[src/rtl/fetch_pkg.sv]
// ---------------------------------------------------------------------------
// fetch_pkg
// Shared definitions for the instruction fetch controller: the default reset
// and exception entry addresses and the fetch sequencer state type.
// ---------------------------------------------------------------------------
package fetch_pkg;

    localparam logic [31:0] RESET_ADDR = 32'hbfc0_0000;
    localparam logic [31:0] EXC_ADDR   = 32'hbfc0_0380;

    // IDLE : one cycle after reset before the first request
    // REQ  : request driven on the bus, waiting for addr_ok
    // WAIT : request accepted, waiting for data_ok
    // HOLD : fetched instruction held for decode
    typedef enum logic [1:0] {
        IDLE = 2'd0,
        REQ  = 2'd1,
        WAIT = 2'd2,
        HOLD = 2'd3
    } fetch_state_t;

endpackage

[src/rtl/fetch_redir_sel.sv]
// ---------------------------------------------------------------------------
// fetch_redir_sel
// Combinational priority select for PC redirects. A redirect is any of
// eret, exc_oc or pf; the target priority is eret (epc), then exception
// (EXC_ADDR), then misprediction (real_target).
//
// Ports:
//   eret, exc_oc, pf  in   redirect sources
//   epc               in   eret return address
//   real_target       in   corrected target on misprediction
//   redirect          out  any redirect this cycle
//   target            out  selected redirect target
// ---------------------------------------------------------------------------
module fetch_redir_sel
    import fetch_pkg::*;
#(
    parameter logic [31:0] EXC_ADDR = fetch_pkg::EXC_ADDR
) (
    input  logic        eret,
    input  logic        exc_oc,
    input  logic        pf,
    input  logic [31:0] epc,
    input  logic [31:0] real_target,
    output logic        redirect,
    output logic [31:0] target
);

    always_comb begin
        redirect = eret | exc_oc | pf;
        if (eret) begin
            target = epc;
        end else if (exc_oc) begin
            target = EXC_ADDR;
        end else begin
            target = real_target;
        end
    end

endmodule

[src/rtl/fetch_ctrl.sv]
// ---------------------------------------------------------------------------
// fetch_ctrl
// Instruction fetch sequencer. Owns the fetch PC, issues one request at a
// time on the SRAM-like instruction port, holds the returned instruction for
// decode until accepted, and applies redirects and branch prediction.
// Responses belonging to fetches cancelled by a redirect are dropped.
//
// Ports:
//   clk, reset          clock; synchronous active-high reset
//   stall               decode cannot accept the held instruction
//   bp_take, bp_target  prediction for the held instruction (used at handoff)
//   pf, real_target     misprediction and its corrected target
//   exc_oc              exception occurred (target EXC_ADDR)
//   eret, epc           eret retiring and its return address
//   inst_req, inst_addr instruction port request (decoded from state)
//   inst_addr_ok        request accepted
//   inst_data_ok        read data valid
//   inst_rdata          read data
//   if_valid, if_pc,    held instruction for decode (registered)
//   if_inst
// ---------------------------------------------------------------------------
module fetch_ctrl
    import fetch_pkg::*;
#(
    parameter logic [31:0] RESET_ADDR = fetch_pkg::RESET_ADDR,
    parameter logic [31:0] EXC_ADDR   = fetch_pkg::EXC_ADDR
) (
    input  logic        clk,
    input  logic        reset,
    input  logic        stall,
    input  logic        bp_take,
    input  logic [31:0] bp_target,
    input  logic        pf,
    input  logic [31:0] real_target,
    input  logic        exc_oc,
    input  logic        eret,
    input  logic [31:0] epc,
    output logic        inst_req,
    output logic [31:0] inst_addr,
    input  logic        inst_addr_ok,
    input  logic        inst_data_ok,
    input  logic [31:0] inst_rdata,
    output logic        if_valid,
    output logic [31:0] if_pc,
    output logic [31:0] if_inst
);

    fetch_state_t state, state_nx;
    logic [31:0]  fetch_pc, fetch_pc_nx;
    logic         if_valid_nx;
    logic [31:0]  if_pc_nx, if_inst_nx;
    // cancel: the accepted request's response must be dropped.
    // redir_vld/redir_pc: a redirect arrived while a request was on the bus
    // and must be applied once that request completes.
    logic         cancel, cancel_nx;
    logic         redir_vld, redir_vld_nx;
    logic [31:0]  redir_pc, redir_pc_nx;

    logic         redirect;
    logic [31:0]  target;

    fetch_redir_sel #(
        .EXC_ADDR (EXC_ADDR)
    ) u_redir_sel (
        .eret        (eret),
        .exc_oc      (exc_oc),
        .pf          (pf),
        .epc         (epc),
        .real_target (real_target),
        .redirect    (redirect),
        .target      (target)
    );

    // The request and its address decode directly from state; the address
    // stays stable in REQ because fetch_pc is only rewritten outside REQ.
    assign inst_req  = (state == REQ);
    assign inst_addr = fetch_pc;

    always_comb begin
        // NOTE: every signal gets a default before the case so that paths
        // which do not assign it hold state instead of inferring a latch.
        state_nx     = state;
        fetch_pc_nx  = fetch_pc;
        if_valid_nx  = if_valid & ~redirect;
        if_pc_nx     = if_pc;
        if_inst_nx   = if_inst;
        cancel_nx    = cancel;
        redir_vld_nx = redir_vld;
        redir_pc_nx  = redir_pc;

        unique case (state)
            IDLE: begin
                state_nx = REQ;
                if (redirect) begin
                    fetch_pc_nx = target;
                end
            end

            REQ: begin
                if (inst_addr_ok) begin
                    state_nx  = WAIT;
                    cancel_nx = redir_vld | redirect;
                    if (redirect) begin
                        redir_vld_nx = 1'b1;
                        redir_pc_nx  = target;
                    end
                end else if (redirect) begin
                    // Address must not change until accepted; park the target.
                    redir_vld_nx = 1'b1;
                    redir_pc_nx  = target;
                end
            end

            WAIT: begin
                if (inst_data_ok) begin
                    state_nx     = REQ;
                    cancel_nx    = 1'b0;
                    redir_vld_nx = 1'b0;
                    if (redirect) begin
                        // A redirect in the same cycle supersedes any parked one.
                        fetch_pc_nx = target;
                    end else if (cancel) begin
                        fetch_pc_nx = redir_pc;
                    end else begin
                        state_nx    = HOLD;
                        if_valid_nx = 1'b1;
                        if_pc_nx    = fetch_pc;
                        if_inst_nx  = inst_rdata;
                    end
                end else if (redirect) begin
                    cancel_nx    = 1'b1;
                    redir_vld_nx = 1'b1;
                    redir_pc_nx  = target;
                end
            end

            HOLD: begin
                if (redirect) begin
                    state_nx    = REQ;
                    if_valid_nx = 1'b0;
                    fetch_pc_nx = target;
                end else if (!stall) begin
                    // Handoff to decode; prediction is sampled only here.
                    state_nx    = REQ;
                    if_valid_nx = 1'b0;
                    fetch_pc_nx = bp_take ? bp_target : if_pc + 32'd4;
                end
            end

            default: state_nx = IDLE;
        endcase
    end

    always_ff @(posedge clk) begin
        // NOTE: state registers use non-blocking assignments so every
        // register samples pre-edge values regardless of statement order.
        if (reset) begin
            state     <= IDLE;
            fetch_pc  <= RESET_ADDR;
            if_valid  <= 1'b0;
            if_pc     <= 32'd0;
            if_inst   <= 32'd0;
            cancel    <= 1'b0;
            redir_vld <= 1'b0;
            redir_pc  <= 32'd0;
        end else begin
            state     <= state_nx;
            fetch_pc  <= fetch_pc_nx;
            if_valid  <= if_valid_nx;
            if_pc     <= if_pc_nx;
            if_inst   <= if_inst_nx;
            cancel    <= cancel_nx;
            redir_vld <= redir_vld_nx;
            redir_pc  <= redir_pc_nx;
        end
    end

endmodule

[config.mk]
export PLATFORM = sky130hd
export DESIGN_NAME = fetch_ctrl
export DESIGN_NICKNAME = d
export VERILOG_FILES = /design/src/rtl/fetch_pkg.sv /design/src/rtl/fetch_redir_sel.sv /design/src/rtl/fetch_ctrl.sv
export SDC_FILE = /design/constraint.sdc
export NUM_CORES = 1
export LEC_CHECK = 0
export BUFFER_PORTS_ARGS = -buffer_cell sky130_fd_sc_hd__buf_2
export CAP_MARGIN = 25
export CORE_MARGIN = 3
export CORE_UTILIZATION = 30
export CTS_CLUSTER_SIZE = 28
export DETAILED_ROUTE_END_ITERATION = 8
export SLEW_MARGIN = 20
export SYNTH_ARGS = -nofsm -noshare
export SYNTH_HDL_FRONTEND = slang
export SYNTH_SLANG_ARGS = --single-unit
[constraint.sdc]
create_clock -name clk -period 6.2 [get_ports clk]
set_input_delay 0.62 -clock clk [delete_from_list [all_inputs] [get_ports clk]]
set_output_delay 0.62 -clock clk [all_outputs]
set_load 0.02 [all_outputs]
==> results of run 1 <==
[layout make-up]
| cell class | count | area (um^2) |
|---|---|---|
| timing repair buffer | 245 | 1260 |
| antenna | 1 | 2.50 |
| inverter | 9 | 33.8 |
| multi-input combinational | 709 | 3970 |
| sequential | 133 | 2660 |
| clock inverter | 9 | 175 |
| clock buffer | 21 | 470 |
| tap | 313 | 392 |
| fill | 2374 | 13800 |
[cell families after synthesis]
logic type / count (synthesis)
simple gates: 383
compound gates: 281
flops: 133
buf+inv: 86
xor+xnor: 25
mux: 14
fa+ha+maj: 6
[critical path: stages (launching register included)]
cell	delay, ns
sky130_fd_sc_hd__dfxtp_1	0.35
sky130_fd_sc_hd__inv_1	0.09
sky130_fd_sc_hd__ha_1	0.51
sky130_fd_sc_hd__buf_4	0.46
sky130_fd_sc_hd__nor2_1	0.18
sky130_fd_sc_hd__nor2_1	0.73
sky130_fd_sc_hd__o22ai_1	0.24
sky130_fd_sc_hd__a31oi_1	0.20
sky130_fd_sc_hd__a211oi_1	0.09
[layer usage]
metal	wire length, um	global-route usage (%)
met5	0	0
met4	774	7.00
met1	11400	26.4
met2	12800	34.2
met3	1670	4.80
[flip-flops by register name (all words and copies together), names as in the netlist]
| signal | cells |
|---|---|
| if_valid | 1 |
| state | 2 |
| redir_pc | 32 |
| redir_vld | 1 |
| if_inst | 32 |
| cancel | 1 |
| inst_addr | 32 |
| if_pc | 32 |
[stage by stage]
| step | instances | hold WS (ns) | power (mW) | util (%) |
|---|---|---|---|---|
| finish | 1440 | 0.440 | 2.56 | 39.3 |
| global route | 1439 | 0.427 | 2.67 | 39.3 |
| CTS | 1439 | 0.421 | 2.58 | 39.3 |
| detailed placement | 1409 | 0.443 | 1.45 | 36.5 |
| global placement | 1409 | 0.439 | 1.45 | 36.5 |
| floorplan | 928 | 0.437 | 1.28 | - |
[worst max path at each step]
stage | from | end | cells past startpoint
finish | state[0] | inst_addr[30] | 8
global route | state[0] | inst_addr[30] | 8
CTS | state[0] | inst_addr[30] | 8
detailed placement | eret | inst_addr[30] | 7
global placement | eret | inst_addr[7] | 8
floorplan | eret | inst_addr[10] | 8
[power breakdown]
part | total, mW | switching (mW) | internal, mW
logic | 0.453 | 0.289 | 0.165
clock network | 1.12 | 0.377 | 0.740
registers | 0.987 | 0.0622 | 0.925
total | 2.56 | 0.728 | 1.83
[cell usage after synthesis, types with 2 or more instances]
cell / instances / area share [%]
sky130_fd_sc_hd__a311oi_1: 11 / 1.4
sky130_fd_sc_hd__nand3b_1: 2 / 0.21
sky130_fd_sc_hd__a22oi_1: 17 / 1.8
sky130_fd_sc_hd__nand4_1: 5 / 0.45
sky130_fd_sc_hd__nand2_1: 175 / 9.4
sky130_fd_sc_hd__dfxtp_1: 133 / 38
sky130_fd_sc_hd__o21ai_0: 40 / 2.9
sky130_fd_sc_hd__mux2i_1: 11 / 1.6
sky130_fd_sc_hd__mux2_2: 3 / 0.48
sky130_fd_sc_hd__or2_2: 3 / 0.27
sky130_fd_sc_hd__a21oi_1: 104 / 7.4
sky130_fd_sc_hd__a31oi_1: 9 / 0.80
sky130_fd_sc_hd__buf_2: 20 / 1.4
sky130_fd_sc_hd__nor3b_1: 7 / 0.75
sky130_fd_sc_hd__nand2b_1: 5 / 0.45
sky130_fd_sc_hd__nor4_1: 12 / 1.1
sky130_fd_sc_hd__o21ai_1: 2 / 0.14
sky130_fd_sc_hd__a41oi_1: 2 / 0.25
sky130_fd_sc_hd__ha_1: 6 / 1.1
sky130_fd_sc_hd__a211oi_1: 32 / 3.4
sky130_fd_sc_hd__or3_1: 3 / 0.27
sky130_fd_sc_hd__xnor2_1: 19 / 2.4
sky130_fd_sc_hd__nor4_4: 2 / 0.61
sky130_fd_sc_hd__buf_6: 4 / 0.64
sky130_fd_sc_hd__o311a_1: 2 / 0.29
sky130_fd_sc_hd__a32o_1: 4 / 0.57
sky130_fd_sc_hd__xor2_1: 6 / 0.75
sky130_fd_sc_hd__nand3_1: 22 / 1.6
sky130_fd_sc_hd__o21a_1: 3 / 0.32
sky130_fd_sc_hd__o22ai_1: 13 / 1.2
sky130_fd_sc_hd__nor3_1: 28 / 2.0
sky130_fd_sc_hd__o2111ai_1: 2 / 0.25
sky130_fd_sc_hd__a21boi_0: 8 / 0.86
sky130_fd_sc_hd__nor3_2: 2 / 0.29
sky130_fd_sc_hd__o211ai_1: 16 / 1.7
sky130_fd_sc_hd__and3_1: 4 / 0.36
sky130_fd_sc_hd__o221ai_1: 4 / 0.50
sky130_fd_sc_hd__nor2_1: 98 / 5.3
sky130_fd_sc_hd__clkbuf_1: 51 / 2.7
sky130_fd_sc_hd__and2_1: 2 / 0.18
sky130_fd_sc_hd__nor2b_1: 6 / 0.54
sky130_fd_sc_hd__inv_1: 8 / 0.43
sky130_fd_sc_hd__a2111oi_0: 2 / 0.25
==> impl_summary.log, run 1 <==
[metrics] headroom to the max-slew limit: 33.0%
[metrics] layout net count: approximately 1,300
[metrics] proportion of register bits with asynchronous set or reset after synthesis: 0%
[metrics] final setup skew: between 0.01 and 0.015 ns
[metrics] crit path launch type: flip-flop
[metrics] sink count of the clock tree: 133
[metrics] time the worst path needs with I/O delays and setup: between 3 and 4 ns
[metrics] number of cells on the worst reg-to-reg path: 8
[metrics] latest clock arrival within the worst-skew pair: 0.42 ns
[metrics] simple-gate portion of the synthesized area: between 20% and 30%
[metrics] Routed wire per std cell: about 18 um
[metrics] Hold EP: if_inst[29]
[metrics] Residual DRC: 0
[metrics] first drt pass iteration count: 5
[metrics] Hold-fix buffers, CTS: 0
[metrics] element type at the critical path end: flip-flop
[metrics] maximum operating frequency: 0.333 GHz
[metrics] leading cell type in the layout, fill and taps excluded: sky130_fd_sc_hd__buf_2
[metrics] Clock Tree Buf Depth: 2
[metrics] number of global-route vias before repair: slightly above 7,000
[metrics] initial DRC count: 715
[metrics] Remaining Overflow, GRT: 0
[metrics] overall global routing resource usage: 20.6%
[metrics] Post-Synth Adder-Cell Area: 1.07%
[metrics] global placer's final weighted congestion: 0.878
[metrics] main combinational cell family by area after synthesis: compound AO/OA/AOI/OAI gates
[metrics] EDFF count, synth: 0
[metrics] Reg2Reg Setup Slack: 3.19 ns
[metrics] standard cell area after detailed placement: 8310 um^2
[metrics] die area: 25,200 um^2
[metrics] synthesized netlist net count: 1,071
[metrics] Max Transition Viols Final: 0
[metrics] PwrDens: 285 nW/um^2
[metrics] Peak VDD IR: around 180 uV
[metrics] final setup violation count: 0
[metrics] CTS buffer count: 17
[metrics] wire length of the first global-routing pass: 41.5 mm
[metrics] Syn Inst Count: between 900 and 1,000
[metrics] reg2reg end: inst_addr[30]
[metrics] signed area change from the synthesized netlist to the final layout: 28.0%
[metrics] commonest cells after routing, fill and taps aside: sky130_fd_sc_hd__buf_2 (233), sky130_fd_sc_hd__nand2_1 (174), sky130_fd_sc_hd__dfxtp_1 (133)
[metrics] unrepaired setup endpoints after global routing: no
[metrics] Clock transition at path regs: 0.06 ns
[metrics] Data required, critical path: 6.47 ns
[metrics] post-CTS setup buffer count: 0
[metrics] via total after detailed routing: 7,593
[metrics] clock tree root driver cell: sky130_fd_sc_hd__clkbuf_16
[metrics] ratio of cells with drive above 1 in the final layout: between 20 and 30%
[metrics] Die H: 159 um
[metrics] input/output buffers: about 230
[metrics] arrival time reported for the critical path endpoint: 3.28 ns
[metrics] slew at the pin closest to its max-slew limit: 1.00 ns
[metrics] xor/xnor share of the synthesized area: 3.13%
[metrics] mean area per synthesized cell: approximately 7.5 um^2
[metrics] worst flop-to-flop path startpoint: state[0]
[metrics] clock tree from TritonCTS: built
[metrics] worst hold start: inst_rdata[29]
[metrics] critical path class: reg2reg
[metrics] proportion of synthesized chip area in sequential cells: 38.0%
[metrics] Final Hold Viols: 0
[metrics] antenna violation net count after detailed routing: 0
[metrics] Final Cell Area: between 8000 and 9000 um^2
[metrics] number of top-level pins: around 240
[metrics] crit share post-route: between 40% and 50%
[metrics] static leakage: 3.59 nW
[metrics] Final Routed Wirelength: between 20 and 30 mm
[metrics] Initial Utilization: a little under a third
[metrics] worst hold stages: 3
[metrics] Distinct cells, synth: 63
[metrics] CTS-repair resized insts: 0
[metrics] number of max-capacitance violations reported: 0
[metrics] slack of the critical path: 3.19 ns
[metrics] total number of H-tree levels: 4
[metrics] outcome: completed
[metrics] maximum number of pins on one net before global-route repair: 88
[metrics] pre-CTS setup slack: 3.03 ns
[metrics] area of the core: 22,800 um^2
[metrics] Detail Placement HPWL: 19.1 mm
[metrics] number of synthesis warnings: 0
[metrics] dominant synthesized flop cell: sky130_fd_sc_hd__dfxtp_1
[metrics] overall die width: 159 um
[metrics] synthesized-area fraction occupied by ao, oa, aoi and oai cells: 25.5%
[metrics] Netlist Area Pre-Place: around 7000 um^2
[metrics] Hold/Removal Path Class: in2reg
[metrics] largest fanout on the critical path: 33
[metrics] initial antenna violation count: 0
[metrics] multiplexer fraction of the synthesized cell area: approximately 2%
[metrics] average via count per standard cell: 5.27
[metrics] number of synthesized register bits: 133
[metrics] Post-Route Setup TNS: 0 ns
[metrics] number of placement rows: 55
Note: power is estimated with default switching activity, not from simulation.
==> run 2, diff against run 1 <==
Clock period 6.2 ns to 2.95 ns, I/O delays scaled along.
==> run 2 against run 1 <==
Effect of this change:
- non-clock buffer count increased by 11
- design area increased by 0.46%
- sequential share of layout area decreased by 0.14 points
- combinational power increased by 110%
- clock power increased by 87%
- routed wire length decreased by 1.4%
- clock skew increased by 0.0029 ns
- via count decreased by 0.49%
- first-iteration DRC count decreased by 2.4%
- register-to-register slack got worse by 2.7 ns
- sequential power increased by 110%
- worst hold slack got worse by 0.34 ns
- highest routed layer unchanged
==> impl_summary.log, run 2 (same netlist as run 1, synthesis figures left out) <==
[metrics] crit path launch type: flip-flop
[metrics] CTS buffer count: 17 (unchanged)
[metrics] worst hold stages: 3 (unchanged)
[metrics] delay of the slowest cell on the worst path: 0.61 ns (-0.12 ns)
[metrics] cell count along the critical path: 8 (unchanged)
[metrics] headroom to the max-slew limit: 37.7% (+4.6 points)
[metrics] number of max-capacitance violations reported: 0 (unchanged)
[metrics] final setup violation count: 0 (unchanged)
[metrics] Final Cell Area: 9000 um^2 (+0.46%)
[metrics] die area: 25,200 um^2 (unchanged)
[metrics] initial DRC count: 698 (-2.4%)
[metrics] leading cell type in the layout, fill and taps excluded: sky130_fd_sc_hd__buf_2
[metrics] Hold-fix buffers, CTS: 0 (unchanged)
[metrics] Net Switching: 1.60 mW (+120%)
[metrics] top cell family by delay on the critical path: simple AND/OR/NAND/NOR gates
[metrics] Reg2Reg Setup Slack: 0.51 ns (-2.68 ns)
[metrics] maximum number of pins on one net before global-route repair: 81 (-8.0%)
[metrics] standard cell area after detailed placement: 8420 um^2 (+1.3%)
[metrics] share of total power consumed by net switching: 31.3% (+2.9 points)
[metrics] Final Hold Viols: 0 (unchanged)
[metrics] Hold EP: if_inst[6]
[metrics] Die H: 159 um (unchanged)
[metrics] met1 Track Usage GR: 25.4% (-0.97 points)
[metrics] Clock transition at path regs: 0.06 ns (about the same)
[metrics] critical path class: reg2reg
[metrics] slew at the pin closest to its max-slew limit: 0.935 ns (-0.0697 ns)
[metrics] area of the core: 22,800 um^2 (unchanged)
[metrics] number of cells on the worst reg-to-reg path: 8 (unchanged)
[metrics] met2 layer usage reported by global route: 34.6% (+0.39 points)
[metrics] signed area change from the synthesized netlist to the final layout: 28.6%
[metrics] Initial Utilization: 30.7% (unchanged)
[metrics] unrepaired setup endpoints after global routing: no
[metrics] Filler cells: 2,417 (+1.8%)
[metrics] Max Transition Viols Final: 0 (unchanged)
[metrics] via total after detailed routing: 7,556 (-0.49%)
[metrics] post-CTS setup buffer count: 0 (unchanged)
[metrics] average via count per standard cell: 5.20 (-1.4%)
[metrics] worst hold start: inst_rdata[6]
[metrics] share of power burned in the clock network: 40.8% (-2.9 points)
[metrics] element type at the critical path end: flip-flop
[metrics] first drt pass iteration count: 5 (unchanged)
[metrics] Remaining Overflow, GRT: 0 (unchanged)
[metrics] largest fanout on the critical path: 14 (-58%)
[metrics] number of top-level pins: 235 (unchanged)
[metrics] maximum operating frequency: 0.410 GHz (+23%)
[metrics] number of buffers and inverters on the critical path: 1 (-1)
[metrics] worst setup path start: state[0]
[metrics] cell-internal power: 3.51 mW (+92%)
[metrics] latest clock arrival within the worst-skew pair: 0.43 ns (about the same)
[metrics] Post-Route Setup TNS: 0 ns (unchanged)
[metrics] GR Layer Usage met3: 4.38% (-0.42 points)
[metrics] number of placement rows: 55 (unchanged)
[metrics] worst flop-to-flop path startpoint: state[0]
[metrics] Residual DRC: 0 (unchanged)
[metrics] static leakage: 3.62 nW (+0.79%)
[metrics] Data required, critical path: 3.26 ns (-3.21 ns)
[metrics] CTS-repair resized insts: 0 (unchanged)
[metrics] cell-by-cell listing of the critical path: inv_1, ha_1, or4b_4, o21bai_4, or3_1, nor2_1, o2111ai_1, o32a_1
[metrics] Comb power frac: 18.9% (+1.2 points)
[metrics] Detail Placement HPWL: 19.1 mm (about the same)
[metrics] final setup skew: 0.0131 ns (+0.00290 ns)
[metrics] crit share post-route: 82.6% (+34 points)
[metrics] clock tree from TritonCTS: built
[metrics] Seq pwr share: 40.3% (+1.7 points)
[metrics] Clock Tree Buf Depth: 2 (unchanged)
[metrics] arrival time reported for the critical path endpoint: 2.74 ns (-0.54 ns)
[metrics] Routed wire per std cell: 18.0 um (-2.4%)
[metrics] number of global-route vias before repair: 7,100 (-2.0%)
[metrics] overall die width: 159 um (unchanged)
[metrics] commonest cells after routing, fill and taps aside: sky130_fd_sc_hd__buf_2 (233), sky130_fd_sc_hd__nand2_1 (174), sky130_fd_sc_hd__dfxtp_1 (133)
[metrics] initial antenna violation count: 0 (unchanged)
[metrics] sink count of the clock tree: 133 (unchanged)
[metrics] layout net count: 1,269 (+0.87%)
[metrics] PwrDens: 568 nW/um^2 (+99%)
[metrics] Final Routed Wirelength: 26.2 mm (-1.4%)
[metrics] wire length of the first global-routing pass: 40.2 mm (-3.1%)
[metrics] time the worst path needs with I/O delays and setup: 2.44 ns (-0.568 ns)
[metrics] Peak VDD IR: 366 uV (+100%)
[metrics] overall global routing resource usage: 20.1% (-0.45 points)
[metrics] ratio of cells with drive above 1 in the final layout: 26.9% (+0.93 points)
[metrics] outcome: completed
[metrics] reg2reg end: inst_addr[29]
[metrics] global placer's final weighted congestion: 0.868 (-1.1%)
[metrics] antenna violation net count after detailed routing: 0 (unchanged)
[metrics] clock tree root driver cell: sky130_fd_sc_hd__clkbuf_16
[metrics] Hold/Removal Path Class: in2reg
[metrics] cell with the biggest individual delay on the critical path: sky130_fd_sc_hd__or3_1
[metrics] highest-utilization routing layer at the global route stage: met2
[metrics] total number of H-tree levels: 4 (unchanged)
[metrics] input/output buffers: 234 (unchanged)
==> run 2: area by class of cell <==
type | instances | area (um^2) | share of cell area [%]
Antenna cell | 2 | 5.00 | 0.0556
Clock buffer | 19 | 453 | 5.03
Clock inverter | 13 | 124 | 1.38
Inverter | 9 | 33.8 | 0.375
Multi-Input combinational cell | 709 | 3970 | 44.1
Sequential cell | 133 | 2660 | 29.6
Tap cell | 313 | 392 | 4.35
Timing Repair Buffer | 256 | 1360 | 15.1
==> run 2: stage by stage <==
step,power [mW],setup WS (ns),hold slack [ns],instances,util [%]
finish,5.12,0.512,0.105,1454,39.5
global placement,3.05,0.577,0.439,1420,37.0
global route,5.35,0.331,0.0914,1452,39.5
CTS,5.16,0.527,0.0877,1452,39.5
floorplan,2.69,0.853,0.414,928,-
detailed placement,3.06,0.548,0.443,1420,37.0
==> run 2: worst max-delay path by stage <==
stage / to / slack, ns
after detailed placement: inst_addr[29] / 0.55
after CTS: inst_addr[29] / 0.53
after global routing: inst_addr[24] / 0.33
after global placement: inst_addr[29] / 0.58
after floorplan: inst_addr[29] / 0.85
final: inst_addr[29] / 0.51
==> run 2: power by group through the flow <==
stage          sequential (mW)  clock, mW  combinational [mW]
6_report                  2.06       2.09               0.967
5_1_grt                   2.08       2.21                1.06
2_1_floorplan             2.15          0               0.540
3_5_place_dp              2.10          0               0.962
4_1_cts                   2.06       2.13               0.966
3_3_place_gp              2.10          0               0.954
==> run 2: per-layer routing <==
metal | vias to the layer above | routed length [um]
met5 | - | 0
met4 | 0 | 555
met3 | 35 | 1500
met2 | 260 | 13000
met1 | 3549 | 11200
li1 | 3712 | -
==> run 2: tightest hold or removal path, cell delays in order <==
cell                      delay [ns]
sky130_fd_sc_hd__buf_2          0.10
sky130_fd_sc_hd__nand2_1        0.04
sky130_fd_sc_hd__a21oi_1        0.05
==> run 3, diff against run 2 <==
Clock period 2.95 ns to 2.2 ns, I/O delays scaled along.
==> run 3 against run 2 <==
Effect of this change:
- non-clock buffer count up 45
- first-iteration DRC count down 22%
- routed wire length up 2.0%
- via count up 2.0%
- critical path type unchanged
- critical endpoint is now inst_addr[19]
==> impl_summary.log, run 3 (same netlist as run 1, synthesis figures left out) <==
[metrics] Worst Hold Slack: 0.0363 ns (-0.0691 ns)
[metrics] total number of H-tree levels: 4 (unchanged)
[metrics] share of power burned in the clock network: 41.5% (+0.7 points)
[metrics] Seq pwr share: 38.7% (-1.6 points)
[metrics] maximum number of pins on one net before global-route repair: 65 (-20%)
[metrics] cell with the biggest individual delay on the critical path: sky130_fd_sc_hd__dfxtp_1
[metrics] crit share post-route: 94.6% (+12 points)
[metrics] largest fanout on the critical path: 7 (-7)
[metrics] Clock transition at path regs: 0.06 ns (about the same)
[metrics] crit path launch type: flip-flop
[metrics] Initial Utilization: 30.7% (unchanged)
[metrics] Final Routed Wirelength: 26.8 mm (+2.0%)
[metrics] commonest cells after routing, fill and taps aside: sky130_fd_sc_hd__buf_2 (233), sky130_fd_sc_hd__nand2_1 (174), sky130_fd_sc_hd__dfxtp_1 (131)
[metrics] most frequent cell on the critical path: sky130_fd_sc_hd__a311oi_1
[metrics] final setup violation count: 0 (unchanged)
[metrics] Filler cells: 2,388 (-1.2%)
[metrics] clock tree from TritonCTS: built
[metrics] number of placement rows: 55 (unchanged)
[metrics] wire length of the first global-routing pass: 42.1 mm (+4.7%)
[metrics] CTS buffer count: 17 (unchanged)
[metrics] slew at the pin closest to its max-slew limit: 0.737 ns (-0.197 ns)
[metrics] time the worst path needs with I/O delays and setup: 2.08 ns (-0.357 ns)
[metrics] leading cell type in the layout, fill and taps excluded: sky130_fd_sc_hd__buf_2
[metrics] Data required, critical path: 2.47 ns (-0.79 ns)
[metrics] reg2reg end: inst_addr[19]
[metrics] via total after detailed routing: 7,709 (+2.0%)
[metrics] Final Hold Viols: 0 (unchanged)
[metrics] antenna violation net count after detailed routing: 0 (unchanged)
[metrics] CTS-repair resized insts: 0 (unchanged)
[metrics] sink count of the clock tree: 133 (unchanged)
[metrics] headroom to the max-slew limit: 50.9% (+13 points)
[metrics] initial antenna violation count: 0 (unchanged)
[metrics] Hold/Removal Path Class: in2reg
[metrics] ratio of cells with drive above 1 in the final layout: 30.2% (+3.4 points)
[metrics] Reg2Reg Setup Slack: 0.12 ns (-0.39 ns)
[metrics] Hold EP: if_inst[22]
[metrics] area of the core: 22,800 um^2 (unchanged)
[metrics] Routed wire per std cell: 17.9 um (-0.90%)
[metrics] cell-by-cell listing of the critical path: and4_1, a311oi_1, a311oi_1, o21ai_0, a2111oi_1, buf_4, nor3_1
[metrics] Hold-fix buffers, CTS: 0 (unchanged)
[metrics] die area: 25,200 um^2 (unchanged)
[metrics] delay of the slowest cell on the worst path: 0.46 ns (-0.15 ns)
[metrics] first drt pass iteration count: 5 (unchanged)
[metrics] final core utilization: 41.5% (+1.9 points)
[metrics] Detail Placement HPWL: 20.0 mm (+4.5%)
[metrics] Die H: 159 um (unchanged)
[metrics] initial DRC count: 541 (-22%)
[metrics] Post-Route Setup TNS: 0 ns (unchanged)
[metrics] overall die width: 159 um (unchanged)
[metrics] PwrDens: 756 nW/um^2 (+33%)
[metrics] Peak VDD IR: 549 uV (+50%)
[metrics] post-CTS setup buffer count: 0 (unchanged)
[metrics] Max Transition Viols Final: 0 (unchanged)
[metrics] Comb power frac: 19.8% (+0.9 points)
[metrics] number of global-route vias before repair: 7,453 (+5.0%)
[metrics] Net Switching: 2.17 mW (+35%)
[metrics] unrepaired setup endpoints after global routing: no
[metrics] diodes inserted: 0 (-2)
[metrics] static leakage: 3.87 nW (+7.0%)
[metrics] global placer's final weighted congestion: 0.903 (+4.0%)
[metrics] number of top-level pins: 235 (unchanged)
[metrics] number of cells on the worst reg-to-reg path: 7 (-1)
[metrics] signed area change from the synthesized netlist to the final layout: 34.9%
[metrics] Clock Tree Buf Depth: 2 (unchanged)
[metrics] overall global routing resource usage: 20.8% (+0.69 points)
[metrics] layout net count: 1,314 (+3.5%)
[metrics] critical path class: reg2reg
[metrics] worst flop-to-flop path startpoint: if_pc[5]
[metrics] outcome: completed
[metrics] average via count per standard cell: 5.15 (-0.91%)
[metrics] share of total power consumed by net switching: 30.4% (-0.92 points)
[metrics] final setup skew: 0.00954 ns (-0.00351 ns)
[metrics] Remaining Overflow, GRT: 0 (unchanged)
[metrics] Residual DRC: 0 (unchanged)
[metrics] number of max-capacitance violations reported: 0 (unchanged)
[metrics] worst hold start: inst_rdata[22]
[metrics] clock tree root driver cell: sky130_fd_sc_hd__clkbuf_16
[metrics] arrival time reported for the critical path endpoint: 2.35 ns (-0.39 ns)
[metrics] maximum operating frequency: 0.480 GHz (+17%)
[metrics] cell-internal power: 4.97 mW (+41%)
[metrics] worst hold stages: 3 (unchanged)
[metrics] latest clock arrival within the worst-skew pair: 0.42 ns (about the same)
[metrics] element type at the critical path end: flip-flop
[metrics] input/output buffers: 234 (unchanged)
[run 3: cell types whose count changed in the layout (fill, tap and decap cells not counted), sizes merged]
cell / previous run / this run
buf: 256 / 301
clkinv: 7 / 3
clkbuf: 19 / 18
inv: 11 / 12
bufinv: 1 / 3
diode: 2 / 0
clkinvlp: 3 / 5
[run 3: worst max path at each step]
stage	endpoint	from	slack, ns
final	inst_addr[19]	if_pc[5]	0.12
after detailed placement	inst_addr[28]	state[0]	0.02
after global placement	inst_addr[22]	state[0]	0.1
after floorplan	inst_addr[29]	state[0]	0.10
after CTS	inst_addr[28]	state[0]	0.03
after global routing	inst_addr[21]	state[1]	0.002
[run 3: power by group through the flow]
stage | Sequential [mW] | Combinational (mW) | Clock (mW)
after floorplan | 2.88 | 0.725 | 0
after global routing | 2.78 | 1.56 | 3.13
after detailed placement | 2.81 | 1.40 | 0
final | 2.76 | 1.41 | 2.96
after CTS | 2.76 | 1.40 | 3.02
after global placement | 2.81 | 1.38 | 0
[run 3: worst max-delay path: cells and delay by family (launching register included)]
family / cells / cell delay, ns
AND/OR/NAND/NOR: 2 / 0.37
AO/OA/AOI/OAI: 4 / 0.94
flip-flops: 1 / 0.46
buffers and inverters: 1 / 0.17
[run 3: metal layers]
layer | GRT usage (%) | wire (um) | part of all wire, % | vias up
met1 | 26.9 | 11700 | 44 | 3618
met2 | 35.4 | 13200 | 49 | 264
met3 | 4.54 | 1420 | 5.3 | 29
met5 | 0 | 0 | 0 | -
met4 | 5.49 | 516 | 1.9 | 0
li1 | - | - | - | 3798
[run 3: area by class of cell]
cell class / instances / area (um^2) / share of cell area, %
clock buffer: 18 / 429 / 4.54
tap: 313 / 392 / 4.15
sequential: 133 / 2670 / 28.2
multi-input combinational: 709 / 4000 / 42.3
timing repair buffer: 301 / 1750 / 18.5
inverter: 9 / 33.8 / 0.358
clock inverter: 14 / 176 / 1.87
[run 3: per-stage QoR]
step | area, um^2 | instances | total power [mW] | setup slack (ns)
floorplan | 7000 | 928 | 3.60 | 0.103
global placement | 8810 | 1465 | 4.20 | 0.0999
detailed placement | 8810 | 1465 | 4.21 | 0.0211
CTS | 9420 | 1497 | 7.18 | 0.0287
global route | 9450 | 1497 | 7.47 | 0.00232
finish | 9450 | 1497 | 7.14 | 0.119
